## src/rtl/digit_pkg.sv

```systemverilog
// Shared definitions for the seven-segment display arbiter: FSM states,
// digit bundle widths and the blanked-enable pattern.
package digit_pkg;

  typedef enum logic [1:0] {
    ST_CPU   = 2'd0,
    ST_G_IN  = 2'd1,
    ST_OVL   = 2'd2,
    ST_G_OUT = 2'd3
  } state_e;

  localparam int NUM_DIGITS = 4;
  localparam int DIGIT_W    = 4;
  localparam int BUS_W      = NUM_DIGITS * DIGIT_W;

  localparam logic [NUM_DIGITS-1:0] ENA_BLANK = 4'b0000;

endpackage

```

## src/rtl/down_counter.sv

```systemverilog
// Loadable down counter that stops at zero; zero_o flags the terminal value.
module down_counter #(
  parameter int W = 8
) (
  input  logic         clk,
  input  logic         rst,
  input  logic         load_i,
  input  logic         en_i,
  input  logic [W-1:0] load_val_i,
  output logic         zero_o
);

  logic [W-1:0] count_q;

  always_ff @(posedge clk or posedge rst) begin
    if (rst) begin
      count_q <= '0;
    end else if (load_i) begin
      count_q <= load_val_i;
    end else if (en_i && (count_q != '0)) begin
      count_q <= count_q - W'(1);
    end
  end

  assign zero_o = (count_q == '0);

endmodule

```

## src/rtl/digit_arbiter.sv

```systemverilog
// Shares the 4-digit display bundle between the CPU GPIO path and a hardware
// overlay requester, with blank guards on handover, hold, timeout and blink.
module digit_arbiter
  import digit_pkg::*;
#(
  parameter int GUARD_CYCLES = 1000,
  parameter int HOLD_CYCLES  = 50_000_000,
  parameter int MAX_CYCLES   = 500_000_000,
  parameter int BLINK_DIV    = 12_500_000
) (
  input  logic             clk,
  input  logic             RST,
  input  logic [BUS_W-1:0] cpu_dig,
  input  logic [3:0]       cpu_dot,
  input  logic [3:0]       cpu_ena,
  input  logic [3:0]       cpu_crt,
  input  logic             cpu_lock,
  input  logic             ov_req,
  input  logic [BUS_W-1:0] ov_dig,
  input  logic [3:0]       ov_dot,
  input  logic [3:0]       ov_ena,
  input  logic             ov_blink,
  output logic             ov_gnt,
  output logic             ov_done,
  output logic             ov_timeout,
  output logic             owner,
  output logic [3:0]       DIG0,
  output logic [3:0]       DIG1,
  output logic [3:0]       DIG2,
  output logic [3:0]       DIG3,
  output logic [3:0]       DIG_DOT,
  output logic [3:0]       DIG_ENA,
  output logic [3:0]       DIG_CRT
);

  localparam int GW = $clog2(GUARD_CYCLES + 1);
  localparam int HW = $clog2(HOLD_CYCLES + 1);
  localparam int MW = $clog2(MAX_CYCLES + 1);
  localparam int BW = $clog2(BLINK_DIV + 1);

  // Counters load N-1 so that a zero flag marks the last cycle of an N-cycle interval.
  localparam logic [GW-1:0] GUARD_LD = GW'(GUARD_CYCLES - 1);
  localparam logic [HW-1:0] HOLD_LD  = HW'(HOLD_CYCLES - 1);
  localparam logic [MW-1:0] MAX_LD   = MW'(MAX_CYCLES - 1);
  localparam logic [BW-1:0] BLINK_LD = BW'(BLINK_DIV - 1);

  state_e           state_q, state_d;
  logic             phase_q, phase_d;
  logic             rearm_q, rearm_d;
  logic             gnt_q, gnt_d;
  logic             done_q, done_d;
  logic             tmo_q, tmo_d;
  logic             owner_q, owner_d;
  logic [BUS_W-1:0] dig_q, dig_d;
  logic [3:0]       dot_q, dot_d;
  logic [3:0]       ena_q, ena_d;
  logic [3:0]       crt_q;

  logic guard_load, guard_en, guard_zero;
  logic ovl_load, ovl_en, hold_zero, tmo_zero;
  logic blink_load, blink_en, blink_zero;

  down_counter #(.W(GW)) u_guard (
    .clk(clk), .rst(RST), .load_i(guard_load), .en_i(guard_en),
    .load_val_i(GUARD_LD), .zero_o(guard_zero)
  );

  down_counter #(.W(HW)) u_hold (
    .clk(clk), .rst(RST), .load_i(ovl_load), .en_i(ovl_en),
    .load_val_i(HOLD_LD), .zero_o(hold_zero)
  );

  down_counter #(.W(MW)) u_timeout (
    .clk(clk), .rst(RST), .load_i(ovl_load), .en_i(ovl_en),
    .load_val_i(MAX_LD), .zero_o(tmo_zero)
  );

  down_counter #(.W(BW)) u_blink (
    .clk(clk), .rst(RST), .load_i(blink_load), .en_i(blink_en),
    .load_val_i(BLINK_LD), .zero_o(blink_zero)
  );

  // Outputs are computed for the state being entered, so they appear with the state.
  always_comb begin
    state_d    = state_q;
    phase_d    = phase_q;
    rearm_d    = ov_req ? rearm_q : 1'b0;
    gnt_d      = 1'b0;
    done_d     = 1'b0;
    tmo_d      = 1'b0;
    owner_d    = owner_q;
    dig_d      = dig_q;
    dot_d      = dot_q;
    ena_d      = ENA_BLANK;
    guard_load = 1'b0;
    guard_en   = 1'b0;
    ovl_load   = 1'b0;
    ovl_en     = 1'b0;
    blink_load = 1'b0;
    blink_en   = 1'b0;

    case (state_q)
      ST_CPU: begin
        owner_d = 1'b0;
        if (ov_req && !cpu_lock && !rearm_q) begin
          state_d    = ST_G_IN;
          guard_load = 1'b1;
        end else begin
          dig_d = cpu_dig;
          dot_d = cpu_dot;
          ena_d = cpu_ena;
        end
      end

      ST_G_IN: begin
        if (!ov_req) begin
          state_d    = ST_G_OUT;
          guard_load = 1'b1;
        end else if (guard_zero) begin
          state_d    = ST_OVL;
          ovl_load   = 1'b1;
          blink_load = 1'b1;
          phase_d    = 1'b1;
          gnt_d      = 1'b1;
          owner_d    = 1'b1;
          dig_d      = ov_dig;
          dot_d      = ov_dot;
          ena_d      = ov_ena;
        end else begin
          guard_en = 1'b1;
        end
      end

      ST_OVL: begin
        if (tmo_zero) begin
          state_d    = ST_G_OUT;
          guard_load = 1'b1;
          tmo_d      = 1'b1;
          if (ov_req) rearm_d = 1'b1;
        end else if (hold_zero && !ov_req) begin
          state_d    = ST_G_OUT;
          guard_load = 1'b1;
          done_d     = 1'b1;
        end else begin
          gnt_d  = 1'b1;
          ovl_en = 1'b1;
          dig_d  = ov_dig;
          dot_d  = ov_dot;
          if (blink_zero) begin
            phase_d    = !phase_q;
            blink_load = 1'b1;
          end else begin
            blink_en = 1'b1;
          end
          ena_d = (ov_blink && !phase_d) ? ENA_BLANK : ov_ena;
        end
      end

      ST_G_OUT: begin
        if (guard_zero) begin
          state_d = ST_CPU;
          owner_d = 1'b0;
          dig_d   = cpu_dig;
          dot_d   = cpu_dot;
          ena_d   = cpu_ena;
        end else begin
          guard_en = 1'b1;
        end
      end

      default: state_d = ST_CPU;
    endcase
  end

  always_ff @(posedge clk or posedge RST) begin
    if (RST) begin
      state_q <= ST_CPU;
      phase_q <= 1'b0;
      rearm_q <= 1'b0;
      gnt_q   <= 1'b0;
      done_q  <= 1'b0;
      tmo_q   <= 1'b0;
      owner_q <= 1'b0;
      dig_q   <= '0;
      dot_q   <= '0;
      ena_q   <= ENA_BLANK;
      crt_q   <= '0;
    end else begin
      state_q <= state_d;
      phase_q <= phase_d;
      rearm_q <= rearm_d;
      gnt_q   <= gnt_d;
      done_q  <= done_d;
      tmo_q   <= tmo_d;
      owner_q <= owner_d;
      dig_q   <= dig_d;
      dot_q   <= dot_d;
      ena_q   <= ena_d;
      crt_q   <= cpu_crt;
    end
  end

  assign ov_gnt     = gnt_q;
  assign ov_done    = done_q;
  assign ov_timeout = tmo_q;
  assign owner      = owner_q;
  assign DIG0       = dig_q[3:0];
  assign DIG1       = dig_q[7:4];
  assign DIG2       = dig_q[11:8];
  assign DIG3       = dig_q[15:12];
  assign DIG_DOT    = dot_q;
  assign DIG_ENA    = ena_q;
  assign DIG_CRT    = crt_q;

endmodule

```

## config.mk

```make
export PLATFORM = sky130hd
export DESIGN_NAME = digit_arbiter
export DESIGN_NICKNAME = d
export VERILOG_FILES = /design/src/rtl/digit_pkg.sv /design/src/rtl/down_counter.sv /design/src/rtl/digit_arbiter.sv
export SDC_FILE = /design/constraint.sdc
export NUM_CORES = 1
export LEC_CHECK = 0
export ABC_CLOCK_PERIOD_IN_PS = 3700
export BUFFER_PORTS_ARGS = -buffer_cell sky130_fd_sc_hd__buf_2
export CAP_MARGIN = 10
export CORE_MARGIN = 2
export CORE_UTILIZATION = 35
export DETAILED_ROUTE_END_ITERATION = 16
export GPL_TIMING_DRIVEN = 0
export SLEW_MARGIN = 20
export SYNTH_ARGS = -nofsm -noshare
export SYNTH_HDL_FRONTEND = slang
export SYNTH_SLANG_ARGS = --single-unit
```

## constraint.sdc

```tcl
create_clock -name clk -period 3.7 [get_ports clk]
set_input_delay 0.555 -clock clk [delete_from_list [all_inputs] [get_ports clk]]
set_output_delay 0.555 -clock clk [all_outputs]
set_load 0.02 [all_outputs]
```

==> summary.md <==
| Metric | Value |
|---|---|
| Switching Fraction | `39.87%` |
| GR Util met3 | `under 10%` |
| WHS | `156.4 ps` |
| R2R cell count | `8` |
| First-pass GRT wire length | `around 29000 um` |
| Number of enable flip-flop cells after synthesis | `0` |
| Slew margin rel. | `35.20%` |
| M2 GR Usage | `28.07%` |
| Fillers | `1886` |
| Internal power | `~0.0040 W` |
| Final nets | `875` |
| Synth Net Count | `between 700 and 800` |
| Overall Power | `about 0.0066 W` |
| Worst R2R Setup Slack | `just over 400 ps` |
| Clock power share | `25.5%` |
| Clock tree buffer depth | `2` |
| Worst Tran Pin Value | `~960 ps` |
| IO Count | `slightly below 90` |
| Worst-path cell with the longest stage delay | `nor4_1` |
| RSZ-0062 raised after global routing | `false` |
| Total grt overflow | `0` |
| Bufs and invs on worst path | `2` |
| Synthesized area | `between 6000 and 7000 um2` |
| Leak pwr | `3.447 nW` |
| Register area share after synthesis | `45.80%` |
| GR Util met1 | `24.16%` |
| Worst VDD drop | `about 0.00045 V` |
| Design area | `8287 um2` |
| FFs w/ async S/R, synth | `100.0%` |
| Final WL | `17310 um` |
| Slew Viols, Final | `0` |
| Crit path launch | `u_hold.count_q[15]$_DFFE_PP0P_` |
| Setup TNS | `0 ps` |
| Detail Route Antenna Nets | `0` |
| Fin. Hold Viols | `0` |
| # setup viols final | `0` |
| Clock Pin Slew Worst Setup and Hold Paths | `60 ps` |
| Status | `complete, no violations` |
| CP cell instances | `nor4_1, nand2_1, nor4_2, buf_4, o21ai_1, buf_2, a31oi_1, o21ai_0` |
| CP Max Fanout | `10` |
| Avg Synthesized Cell Area | `9.798 um2` |
| Ys Warns | `0` |
| Distinct cell type count after synthesis | `63` |
| DRC Markers | `0` |
| # rows | `51` |
| Worst setup path category | `reg2reg` |
| Reg2reg start | `u_hold.count_q[15]$_DFFE_PP0P_` |
| H-tree levels | `4` |
| Most common cell after layout, fill and taps aside | `dfrtp_1` |
| Post-DR wirelength/cell | `15.94 um` |
| Largest net degree at the start of global routing | `32` |
| Fmax | `between 0.3 and 0.4 GHz` |
| CP max stage delay | `around 660 ps` |
| Die width | `143.7 um` |
| WP data required | `4000 ps` |
| Hold WC Path Type | `in2async` |
| TritonCTS clock tree | `yes` |
| Setup crit end kind | `register` |
| Register area | `3128 um2` |
| Placer Congestion | `roughly 0.84` |
| Synth Flop Type | `dfrtp_1` |
| Commonest cells after routing, fill and taps aside | `dfrtp_1, buf_2, nand2_1` |
| Sequential share of power | `32.4%` |
| Initial Util | `35.32%` |
| CP delay by family, top | `simple AND/OR/NAND/NOR gates` |
| Vias per cell | `5.394` |
| Antenna violations before repair | `0` |
| First DRT Iteration DRCs | `435` |
| # clock sinks | `125` |
| Combinational share of power | `42.1%` |
| Crit path launch type | `register` |
| Core Area | `a little under 20000 um2` |
| Top Usage Layer GRT | `met2` |
| Die Ht | `between 100 and 150 um` |
| Number of cells on the critical path | `8` |
| CTS Buf Count | `17` |
| Vias in the first global route | `5814` |
| GR Util All Layers | `between 10% and 20%` |
| Ant. Diodes | `0` |
| Flops & latches, synth | `125` |
| Placed cell area | `7696 um2` |
| CTS Root Cell | `clkbuf_16` |
| Area of the multi-input gates | `3488 um2` |
| Tmin final | `~3300 ps` |
| IO buf count | `88` |
| Worst-Skew Late Latency | `about 430 ps` |
| Area Overhead vs Synth | `21.34%` |
| Max-Cap Viols | `0` |
| Hpwl dp | `12050 um` |
| Via count | `about 6000` |
| CP arrival | `about 3600 ps` |
| Power Dens Cells | `794.3 nW/um2` |
| Period utilisation layout | `88.93%` |
| Post-Synthesis Cells | `697` |
| Drt pass-1 iters | `5` |
| FF-to-FF End | `u_blink.count_q[2]$_DFFE_PP0P_` |
| Layout Skew | `around 9.9 ps` |
| Share of cells above drive strength 1 | `23.63%` |
| Net Switching | `between 0.002 and 0.003 W` |
| Die area | `20650 um2` |
[cell type report]
type / instances / area share [%]
Multi-Input combinational cell: 519 / 42.10
Sequential cell: 125 / 37.75
Timing Repair Buffer: 92 / 6.281
Clock buffer: 17 / 5.134
Tap cell: 265 / 4.001
Clock inverter: 15 / 1.918
Buffer: 29 / 1.691
Inverter: 24 / 1.132
[cells in the mapped netlist (3+ instances only)]
master	number	area, um2
nand2b_1	14	87.58
nor4b_1	5	43.79
nand3_1	18	90.09
o2111ai_1	4	35.03
o21ai_0	38	190.2
or2_2	3	18.77
nor4_1	34	212.7
nor3_1	34	170.2
ha_1	10	125.1
nor2_1	43	161.4
or3_1	23	143.9
dfrtp_1	125	3128
nor3b_1	3	22.52
o21ai_1	5	25.02
o31ai_1	8	60.06
or4_1	20	150.1
o211ai_1	5	37.54
and3_1	10	62.56
a21o_1	4	30.03
xnor2_1	28	245.2
nand4b_1	3	26.28
a31oi_1	9	56.30
and2_1	7	43.79
inv_1	23	86.33
buf_2	6	30.03
a21oi_1	28	140.1
mux2_2	40	450.4
nand2_1	50	187.7
xor2_1	5	43.79
o41ai_1	5	43.79
nor2b_1	3	18.77
nand4_1	10	62.56
mux2i_1	7	70.07
clkbuf_1	17	63.81
and4_1	10	87.58
[power by group through the flow]
stage	Sequential, W	Clock [W]	Combinational (W)
after floorplan	0.00224	0	0.00193
after global placement	0.00213	0	0.00272
after detailed placement	0.00214	0	0.00278
after CTS	0.00213	0.00171	0.00278
after global routing	0.00219	0.00178	0.00308
final	0.00213	0.00168	0.00277
[timing repair]
action                                  in CTS  in global routing
hold buffers                                 0                  0
buffers inserted                             0                  0
endpoints found under the setup margin       0                 29
resized for setup                            0                  1
hold endpoints to repair                     0                  0
[routing by layer]
layer	wire length, um	up-vias
met5	0	-
met4	229	0
met3	915	24
met2	7983	145
met1	8179	2859
li1	-	2830
[cell families (layout without fill, tap and decap cells)]
kind of cell	after synthesis	after routing	share of synthesized area, %
compound gates	131	131	12.77
xor+xnor	33	33	4.232
fa+ha+maj	10	10	1.832
buf+inv	53	177	3.371
flops	125	125	45.80
mux	47	47	7.622
simple gates	298	298	24.37
[worst max-delay path by stage]
stage,to,slack [ps]
after floorplan,DIG_DOT[0]$_DFFE_PP0P_,1110
after detailed placement,u_blink.count_q[2]$_DFFE_PP0P_,210
final,u_blink.count_q[2]$_DFFE_PP0P_,410
after global placement,u_blink.count_q[6]$_DFFE_PP0P_,290
after global routing,u_blink.count_q[6]$_DFFE_PP0P_,230
after CTS,u_blink.count_q[6]$_DFFE_PP0P_,190
[registers in the layout, indices dropped and copies added, names as in the netlist]
| name | count |
|---|---|
| DIG_CRT | 4 |
| DIG_DOT | 4 |
| DIG_ENA | 4 |
| dig_q | 16 |
| ov_done | 1 |
| ov_gnt | 1 |
| ov_timeout | 1 |
| owner | 1 |
| phase_q | 1 |
| rearm_q | 1 |
| state_q | 2 |
| u_blink.count_q | 24 |
| u_guard.count_q | 10 |
| u_hold.count_q | 26 |
| u_timeout.count_q | 29 |
[stage by stage]
stage / util (%) / setup slack [ps] / cells
2_1_floorplan: - / 1106 / 697
3_3_place_gp: 39.33 / 286.2 / 1050
3_5_place_dp: 39.80 / 210.5 / 1054
4_1_cts: 42.83 / 193.2 / 1086
5_1_grt: 42.86 / 225.8 / 1086
6_report: 42.86 / 409.4 / 1086
(Power assumes the default switching activity.)
